==> src/rtl/alu_defines.sv <==
// Shared ALU definitions: opcode encoding and pipeline latency.
// Imported by the issue controller and its result FIFO.
package alu_defines;

  localparam int ALU_LATENCY = 2;

  typedef enum logic [2:0] {
    ALU_ADD = 3'd0,
    ALU_SUB = 3'd1,
    ALU_AND = 3'd2,
    ALU_OR  = 3'd3,
    ALU_XOR = 3'd4,
    ALU_SLL = 3'd5,
    ALU_SRL = 3'd6,
    ALU_SRA = 3'd7
  } alu_op_t;

endpackage

==> src/rtl/alu_rsp_fifo.sv <==
// First-word-fall-through result FIFO with synchronous flush.
// Head data reads as zero while empty so reset/flush leave quiet outputs.
module alu_rsp_fifo
  import alu_defines::*;
#(
  parameter int WIDTH = 8,
  parameter int DEPTH = 4
) (
  input  logic                       clk,
  input  logic                       rst_n,
  input  logic                       flush,
  input  logic                       push,
  input  logic                       pop,
  input  logic [WIDTH-1:0]           din,
  output logic [WIDTH-1:0]           dout,
  output logic                       full,
  output logic                       empty,
  output logic [$clog2(DEPTH):0]     count
);

  localparam int AW = $clog2(DEPTH);
  localparam int CW = AW + 1;

  logic [WIDTH-1:0] mem [DEPTH];
  logic [AW-1:0]    wp;
  logic [AW-1:0]    rp;
  logic             do_push;
  logic             do_pop;

  assign full    = (count == CW'(DEPTH));
  assign empty   = (count == '0);
  assign do_push = push && !full;
  assign do_pop  = pop && !empty;
  assign dout    = empty ? '0 : mem[rp];

  // Pointers and occupancy; flush empties the queue at the edge.
  always_ff @(posedge clk or negedge rst_n) begin
    if (!rst_n) begin
      wp    <= '0;
      rp    <= '0;
      count <= '0;
    end else if (flush) begin
      wp    <= '0;
      rp    <= '0;
      count <= '0;
    end else begin
      if (do_push) wp <= wp + AW'(1);
      if (do_pop)  rp <= rp + AW'(1);
      case ({do_push, do_pop})
        2'b10:   count <= count + CW'(1);
        2'b01:   count <= count - CW'(1);
        default: count <= count;
      endcase
    end
  end

  // Storage array; contents need no reset since empty masks the head.
  always_ff @(posedge clk) begin
    if (do_push && !flush) mem[wp] <= din;
  end

endmodule

==> src/rtl/alu_issue_ctrl.sv <==
// Issue/collect wrapper around a fixed-latency ALU without backpressure.
// Credits reserve FIFO space for every op in flight before it is issued.
module alu_issue_ctrl
  import alu_defines::*;
#(
  parameter int DATA_WIDTH = 32,
  parameter int TAG_WIDTH  = 4,
  parameter int RSP_DEPTH  = 4
) (
  input  logic                  clk,
  input  logic                  rst_n,
  input  logic                  flush,
  input  logic                  req_valid,
  output logic                  req_ready,
  input  logic [DATA_WIDTH-1:0] req_a,
  input  logic [DATA_WIDTH-1:0] req_b,
  input  alu_op_t               req_op,
  input  logic [TAG_WIDTH-1:0]  req_tag,
  output logic                  alu_valid_in,
  output logic [DATA_WIDTH-1:0] alu_a,
  output logic [DATA_WIDTH-1:0] alu_b,
  output alu_op_t               alu_op,
  output logic                  alu_flush,
  input  logic                  alu_valid_out,
  input  logic [DATA_WIDTH-1:0] alu_y,
  output logic                  rsp_valid,
  input  logic                  rsp_ready,
  output logic [DATA_WIDTH-1:0] rsp_y,
  output logic [TAG_WIDTH-1:0]  rsp_tag,
  output logic                  err_sync
);

  localparam int CW = $clog2(RSP_DEPTH) + 1;
  localparam int FW = DATA_WIDTH + TAG_WIDTH;
  localparam int LN = ALU_LATENCY;

  logic [LN-1:0]                tv;
  logic [LN-1:0][TAG_WIDTH-1:0] tq;
  logic                         s2v;
  logic [TAG_WIDTH-1:0]         s2t;
  logic [CW-1:0]                inflight;
  logic [CW-1:0]                cnt;
  logic [CW:0]                  credit;
  logic                         accept;
  logic                         push;
  logic                         pop;
  logic                         full;
  logic                         empty;
  logic                         err_set;
  logic [FW-1:0]                head;

  assign s2v = tv[LN-1];
  assign s2t = tq[LN-1];

  // Count ops still inside the ALU pipe.
  always_comb begin
    inflight = '0;
    for (int i = 0; i < LN; i++) begin
      inflight = inflight + CW'(tv[i]);
    end
  end

  assign credit    = {1'b0, cnt} + {1'b0, inflight};
  assign req_ready = rst_n && !flush
                  && (credit < (CW+1)'(RSP_DEPTH));
  assign accept    = req_valid && req_ready;

  assign alu_valid_in = accept;
  assign alu_a        = req_a;
  assign alu_b        = req_b;
  assign alu_op       = req_op;
  assign alu_flush    = flush;

  assign push = !flush && alu_valid_out && s2v && !full;
  assign pop  = rsp_valid && rsp_ready;

  assign err_set = !flush
                && ((alu_valid_out != s2v)
                 || (alu_valid_out && s2v && full));

  // Tag delay line tracking each issued op through the ALU.
  always_ff @(posedge clk or negedge rst_n) begin
    if (!rst_n) begin
      tv <= '0;
      tq <= '0;
    end else if (flush) begin
      tv <= '0;
    end else begin
      tv[0] <= accept;
      tq[0] <= req_tag;
      for (int i = 1; i < LN; i++) begin
        tv[i] <= tv[i-1];
        tq[i] <= tq[i-1];
      end
    end
  end

  // Sticky misalignment flag, cleared only by reset.
  always_ff @(posedge clk or negedge rst_n) begin
    if (!rst_n) begin
      err_sync <= 1'b0;
    end else if (err_set) begin
      err_sync <= 1'b1;
    end
  end

  alu_rsp_fifo #(
    .WIDTH (FW),
    .DEPTH (RSP_DEPTH)
  ) u_fifo (
    .clk   (clk),
    .rst_n (rst_n),
    .flush (flush),
    .push  (push),
    .pop   (pop),
    .din   ({alu_y, s2t}),
    .dout  (head),
    .full  (full),
    .empty (empty),
    .count (cnt)
  );

  assign rsp_valid = !empty;
  assign rsp_y     = head[FW-1:TAG_WIDTH];
  assign rsp_tag   = head[TAG_WIDTH-1:0];

endmodule
==> config.mk <==
export PLATFORM = sky130hd
export DESIGN_NAME = alu_issue_ctrl
export DESIGN_NICKNAME = d
export VERILOG_FILES = /design/src/rtl/alu_defines.sv /design/src/rtl/alu_rsp_fifo.sv /design/src/rtl/alu_issue_ctrl.sv
export SDC_FILE = /design/constraint.sdc
export NUM_CORES = 1
export LEC_CHECK = 0
export CAP_MARGIN = 20
export CORE_MARGIN = 2
export CORE_UTILIZATION = 42
export CTS_BUF_LIST = sky130_fd_sc_hd__clkbuf_16
export CTS_CLUSTER_SIZE = 25
export DETAILED_ROUTE_END_ITERATION = 8
export MAX_ROUTING_LAYER = met4
export PLACE_DENSITY = 0.83
export SYNTH_ARGS = -nofsm -noshare
export SYNTH_HDL_FRONTEND = slang
export SYNTH_SLANG_ARGS = --single-unit
==> constraint.sdc <==
create_clock -name clk -period 2.1 [get_ports clk]
set_input_delay 0.42 -clock clk [delete_from_list [all_inputs] [get_ports clk]]
set_output_delay 0.42 -clock clk [all_outputs]
set_load 0.05 [all_outputs]
After elaboration in Yosys (flattened, before gate mapping) --
Memory sizes are Yosys's and may differ from the RTL's. Index checks and enable logic that the tools add are counted. W data, S select, Z words.
Word-level totals: memories kept 1, bits of input ports 109, flip-flop bits (word level) 18, memory bits (writable) 144, word-level logic and storage cells 50
Memories:
- u_fifo.mem | words 4, bits a word 36, rd ports 1, clocked after Yosys merged registers in 0, write ports 1, RTL line alu_rsp_fifo.sv:24 | logic [WIDTH-1:0] mem [DEPTH];
Operators by class: equal/unequal tests 4, reductions and logical operators 21, magnitude comparators 1, muxes and demuxes 10, add/sub/neg operators 6
Operators with widths (number):
- $mux W36 | 1
- $logic_and A1 B1 Y1 | 13
- $mux W2 | 5
- $pmux W3 S2 | 1
- $add A2 B1 Y2 const B | 2
- $add A3 B2 Y4 | 1
- $lt A4 B3 Y1 const B | 1
- $reduce_bool A2 Y1 | 2
- $add A3 B1 Y3 const B | 1
- $eq A3 B3 Y1 const B | 1
- $logic_not A1 Y1 | 3
- $logic_not A3 Y1 | 1
- $mux W3 | 1
- $reduce_bool A3 Y1 | 1
- $sub A3 B1 Y3 const B | 1
- $add A1 B1 Y2 | 1
- $eq A2 B1 Y1 const B | 1
- $eq A2 B2 Y1 const B | 1
- $mux W1 | 2
- $logic_or A1 B1 Y1 | 1
- $ne A1 B1 Y1 | 1

Logic depth before layout (Yosys ltp) --
depth in word-level cells 8, gate-level depth with buffers 7, gate-level depth less buffers 7

Hierarchy --
A second synthesis with hierarchy kept.
Unflattened totals: cell total of the unflattened synthesis 395, area total of the unflattened synthesis 7055.5 µm²
Modules (own cells, without submodules):
- alu_rsp_fifo | seq. area each 4499.3 µm², instances 1, cells an instance 293, area each 5994.5 µm²
- alu_issue_ctrl | seq. area each 275.3 µm², instances 1, cells an instance 102, area each 1061.0 µm²

Worst setup path after synthesis --
No wires, ideal clock.
path type register -> output, start register u_fifo.count[0], end output port alu_valid_in, data required time 1.680 ns, arrival 1.908 ns, cell stages (with the launch flop) 6, setup slack -0.228 ns, buffers on the path 0, path through dfrtp_1 -> ha_1 -> a21o_1 -> nand2_1 -> and3_1 -> and2_1
Between the ends: cells in the longest elaborated chain, start to end 4
Ends and longest elaborated chain:
- from (decl) | RTL line alu_rsp_fifo.sv:18 | output logic [$clog2(DEPTH):0] count
- from (signal assigned) | RTL line alu_rsp_fifo.sv:50 | 2'b10: count <= count + CW'(1);
- from (signal assigned) | RTL line alu_rsp_fifo.sv:51 | 2'b01: count <= count - CW'(1);
- from (signal assigned) | RTL line alu_rsp_fifo.sv:52 | default: count <= count;
- $add A3 B2 Y4 | RTL line alu_issue_ctrl.sv:63 | assign credit = {1'b0, cnt} + {1'b0, inflight};
- $lt A4 B3 Y1 | RTL line alu_issue_ctrl.sv:65 | && (credit < (CW+1)'(RSP_DEPTH));
- $logic_and A1 B1 Y1 | RTL line alu_issue_ctrl.sv:65
- via req_ready | RTL line alu_issue_ctrl.sv:14 | output logic req_ready,
- $logic_and A1 B1 Y1 | RTL line alu_issue_ctrl.sv:66 | assign accept = req_valid && req_ready;
- to (decl) | RTL line alu_issue_ctrl.sv:19 | output logic alu_valid_in,
The timed path passes the listed nets, and every way through them passes these cells.

Final worst setup path --
start register u_fifo.rp[0], end output port rsp_tag[3]
Between the ends: cells in the longest elaborated chain, start to end 2
Ends and longest elaborated chain:
- from (decl) | RTL line alu_rsp_fifo.sv:26 | logic [AW-1:0] rp;
- from (signal assigned) | RTL line alu_rsp_fifo.sv:48 | if (do_pop) rp <= rp + AW'(1);
- $mem_v2 Z4 W36
- $mux W36 | RTL line alu_rsp_fifo.sv:34 | assign dout = empty ? '0 : mem[rp];
- to (decl) | RTL line alu_issue_ctrl.sv:29 | output logic [TAG_WIDTH-1:0] rsp_tag,
Every way passes these cells.

==> impl_metrics.env <==
export IMPL_io_pins=217
export IMPL_port_buffers=82
export IMPL_vias=3354
export IMPL_cts_sinks=162
export IMPL_postCtsHoldBufs=0
export IMPL_slowest_delay_ps=510
export IMPL_fp_dieW_um=132
export IMPL_die_h_um=132
export IMPL_antenna_found_initial=0
export IMPL_required_ps=1680
export IMPL_diodes=0
export IMPL_synth_distinct_cells=33
export IMPL_grt_pass1_vias=3559
export IMPL_worstMarginPinSlew_ps=492
export IMPL_maxSlewViolCount=0
export IMPL_post_route_period_util_pct=112
export IMPL_ys_seq_area_share_pct=69.4
export IMPL_die_area_mm2=0.0174
export IMPL_gp_congestion=0.754
export IMPL_drt_iter0_markers=237
export IMPL_synth_edff_count=144
export IMPL_maxCapViolCount=0
export IMPL_period_minus_slack_ps=2360
export IMPL_htree_levels=4
export IMPL_setup_violations=38
export IMPL_synthCells=373
export IMPL_post_dp_cell_area_mm2=0.00773
export IMPL_final_cell_mix="edfxtp_1 (144), clkdlybuf4s50_1 (42), buf_6 (39)"
export IMPL_rsz0062_at_grt="yes"
export IMPL_ys_ff_latch=162
export IMPL_syn_to_final_growth_pct=28.7
export IMPL_dr_pass1_iters=4
export IMPL_numCtsBuffers=17
export IMPL_path_class="register to primary output"
export IMPL_violations="negative setup slack"
export IMPL_clock_latency_ps=420
export IMPL_grt_overflow=0
export IMPL_grt_start_max_net_pins=41
export IMPL_antenna_left=0
export IMPL_peakVddDrop_mv=0.758
export IMPL_p_per_area_mw_per_mm2=1370
export IMPL_nNetsFinal=546
export IMPL_cts_root_buf="clkbuf_16"
export IMPL_hold_class="primary input to async pin"
export IMPL_routed_via_density=5.09
export IMPL_synthesis_nets=489
export IMPL_synth_ff_type="edfxtp_1"
export IMPL_final_common_cell="edfxtp_1"
export IMPL_tritoncts="built"
export IMPL_drive_gt1_share_pct=46.0
export IMPL_synth_async_reset_ratio_pct=11.1
export IMPL_fillerInstances=1179
export IMPL_clk_path_buf_depth=2
export IMPL_final_cell_area_mm2=0.00885
export IMPL_setup_slack_ps=-261
export IMPL_start_util_pct=43.2
export IMPL_total_power_uw=12100
export IMPL_drcViolationCount=0
export IMPL_crit_slowest_cell="mux4_2"
export IMPL_cp_cell_sequence="buf_12 -> clkbuf_16 -> mux4_2 -> and2_4 -> buf_6"
export IMPL_wl_per_cell_um=22.8
export IMPL_dp_hpwl_mm=10.0
export IMPL_critical_path_arrival_ps=1940
export IMPL_hold_violations=0
export IMPL_core_mm2=0.0159
export IMPL_wl_mm=15.0
export IMPL_rows=46
export IMPL_status="complete, but fails checks"
export IMPL_clk_pin_slew_ps=60
export IMPL_syn_avg_cell_area_um2=18.4
export IMPL_worst_clock_skew_ps=8.99
export IMPL_track_usage_pct=17.5
export IMPL_worstSetupEndpointType="primary output"
export IMPL_maxSlewHeadroom_pct=67.1
export IMPL_crit_fanout=9
export IMPL_leakage_uw=0.00308
export IMPL_fmax_mhz=424
export IMPL_yosys_warnings=0
export IMPL_grt_pass1_wl_mm=21.5
export IMPL_syn_area_mm2=0.00688
export IMPL_start_kind="register"
[worst max-delay path: cells and delay by family, from the launching register on]
| family | cells | cell delay [ps] |
|---|---|---|
| muxes | 1 | 510 |
| and+or+nand+nor | 1 | 170 |
| DFF | 1 | 370 |
| buffers and inverters | 3 | 470 |
[flip-flops by register name, summed over array words and instances (netlist names)]
signal / flops
s2t: 4
tv: 2
u_fifo.mem: 144
u_fifo.count: 3
tq: 4
u_fifo.rp: 2
u_fifo.wp: 2
err_sync: 1
[area by class of cell]
type	count	area, um^2	area share (%)
tap	216	270	3.05
clock buffer	17	425	4.80
clock inverter	15	214	2.42
multi-input combinational	127	1660	18.8
sequential	162	4780	53.9
inverter	2	7.51	0.0848
timing repair buffer	120	1500	16.9
[power by group]
part / switching, uW / internal, uW / total, uW
combinational: 2760 / 2420 / 5180
clock: 1180 / 2100 / 3280
sequential: 53.4 / 3590 / 3640
[path summary, 6_finish.rpt]
check                                                  from                          end  slack (ps)  cells after the start
worst max register to register  u_fifo.count[1]$_DFFE_PN0P_  u_fifo.count[2]$_DFFE_PN0P_          30                      7
worst max-delay path               u_fifo.rp[0]$_DFFE_PN0P_                   rsp_tag[3]        -260                      5
min in group clk                       err_sync$_DFFE_PN0P_         err_sync$_DFFE_PN0P_         500                      1
worst min-delay path                                  rst_n           s2t[2]$_DFFE_PN0N_         410                      2
max in group asynchronous                             rst_n     u_fifo.rp[0]$_DFFE_PN0P_        1480                      2
worst min register to register         err_sync$_DFFE_PN0P_         err_sync$_DFFE_PN0P_         500                      1
[what timing repair did]
| item | in CTS | in global routing |
|---|---|---|
| endpoints found under the setup margin | 39 | 40 |
| pin swaps | 3 | 11 |
| buffers inserted | 1 | 3 |
| endpoints found under the hold margin | 0 | 0 |
| resized for setup | 81 | 10 |
| cloned | 0 | 6 |
[cell usage after synthesis, types with 2 or more instances]
cell type  instances  area share (%)
xor2_1             3            0.38
ha_1               6             1.1
and2_1            42             3.8
buf_2              5            0.36
dfrtp_1           18             6.5
nand2_1            3            0.16
buf_4             69             7.5
nor2b_1            3            0.27
mux4_2            36              12
edfxtp_1         144              63
mux2_2             8             1.3
clkbuf_1           5            0.27
mux2i_1            2            0.29
nor2_1             7            0.38
buf_1              3            0.16
inv_1              2            0.11
[logic make-up (layout without fill, tap and decap cells)]
logic type | Yosys count | count (layout) | synth area share [%]
AO/OA/AOI/OAI | 5 | 5 | 0.818
XOR/XNOR | 4 | 4 | 0.509
adder cells (fa/ha/maj) | 7 | 7 | 1.38
buffers and inverters | 84 | 154 | 8.44
flip-flops | 162 | 162 | 69.4
multiplexers | 48 | 48 | 13.8
AND/OR/NAND/NOR | 63 | 63 | 5.69
[metal layers]
layer | vias up | routed length [um] | global-route usage [%]
li1 | 1457 | - | -
met1 | 1714 | 5000 | 16.4
met2 | 122 | 8060 | 29.7
met3 | 61 | 950 | 6.00
met4 | 0 | 980 | 12.4
met5 | - | 0 | -
[through the flow]
step / TNS [ps] / instances / setup WS, ps / hold WS (ps) / util, %
after global placement: -585 / 617 / -227 / 468 / 48.5
after detailed placement: -754 / 617 / -274 / 481 / 48.5
after CTS: -9160 / 650 / -290 / 412 / 54.3
after floorplan: -116 / 373 / -116 / 124 / -
after global routing: -10360 / 659 / -309 / 433 / 55.5
final: -8520 / 659 / -261 / 414 / 55.5
Power figures use the tool's default switching activity.
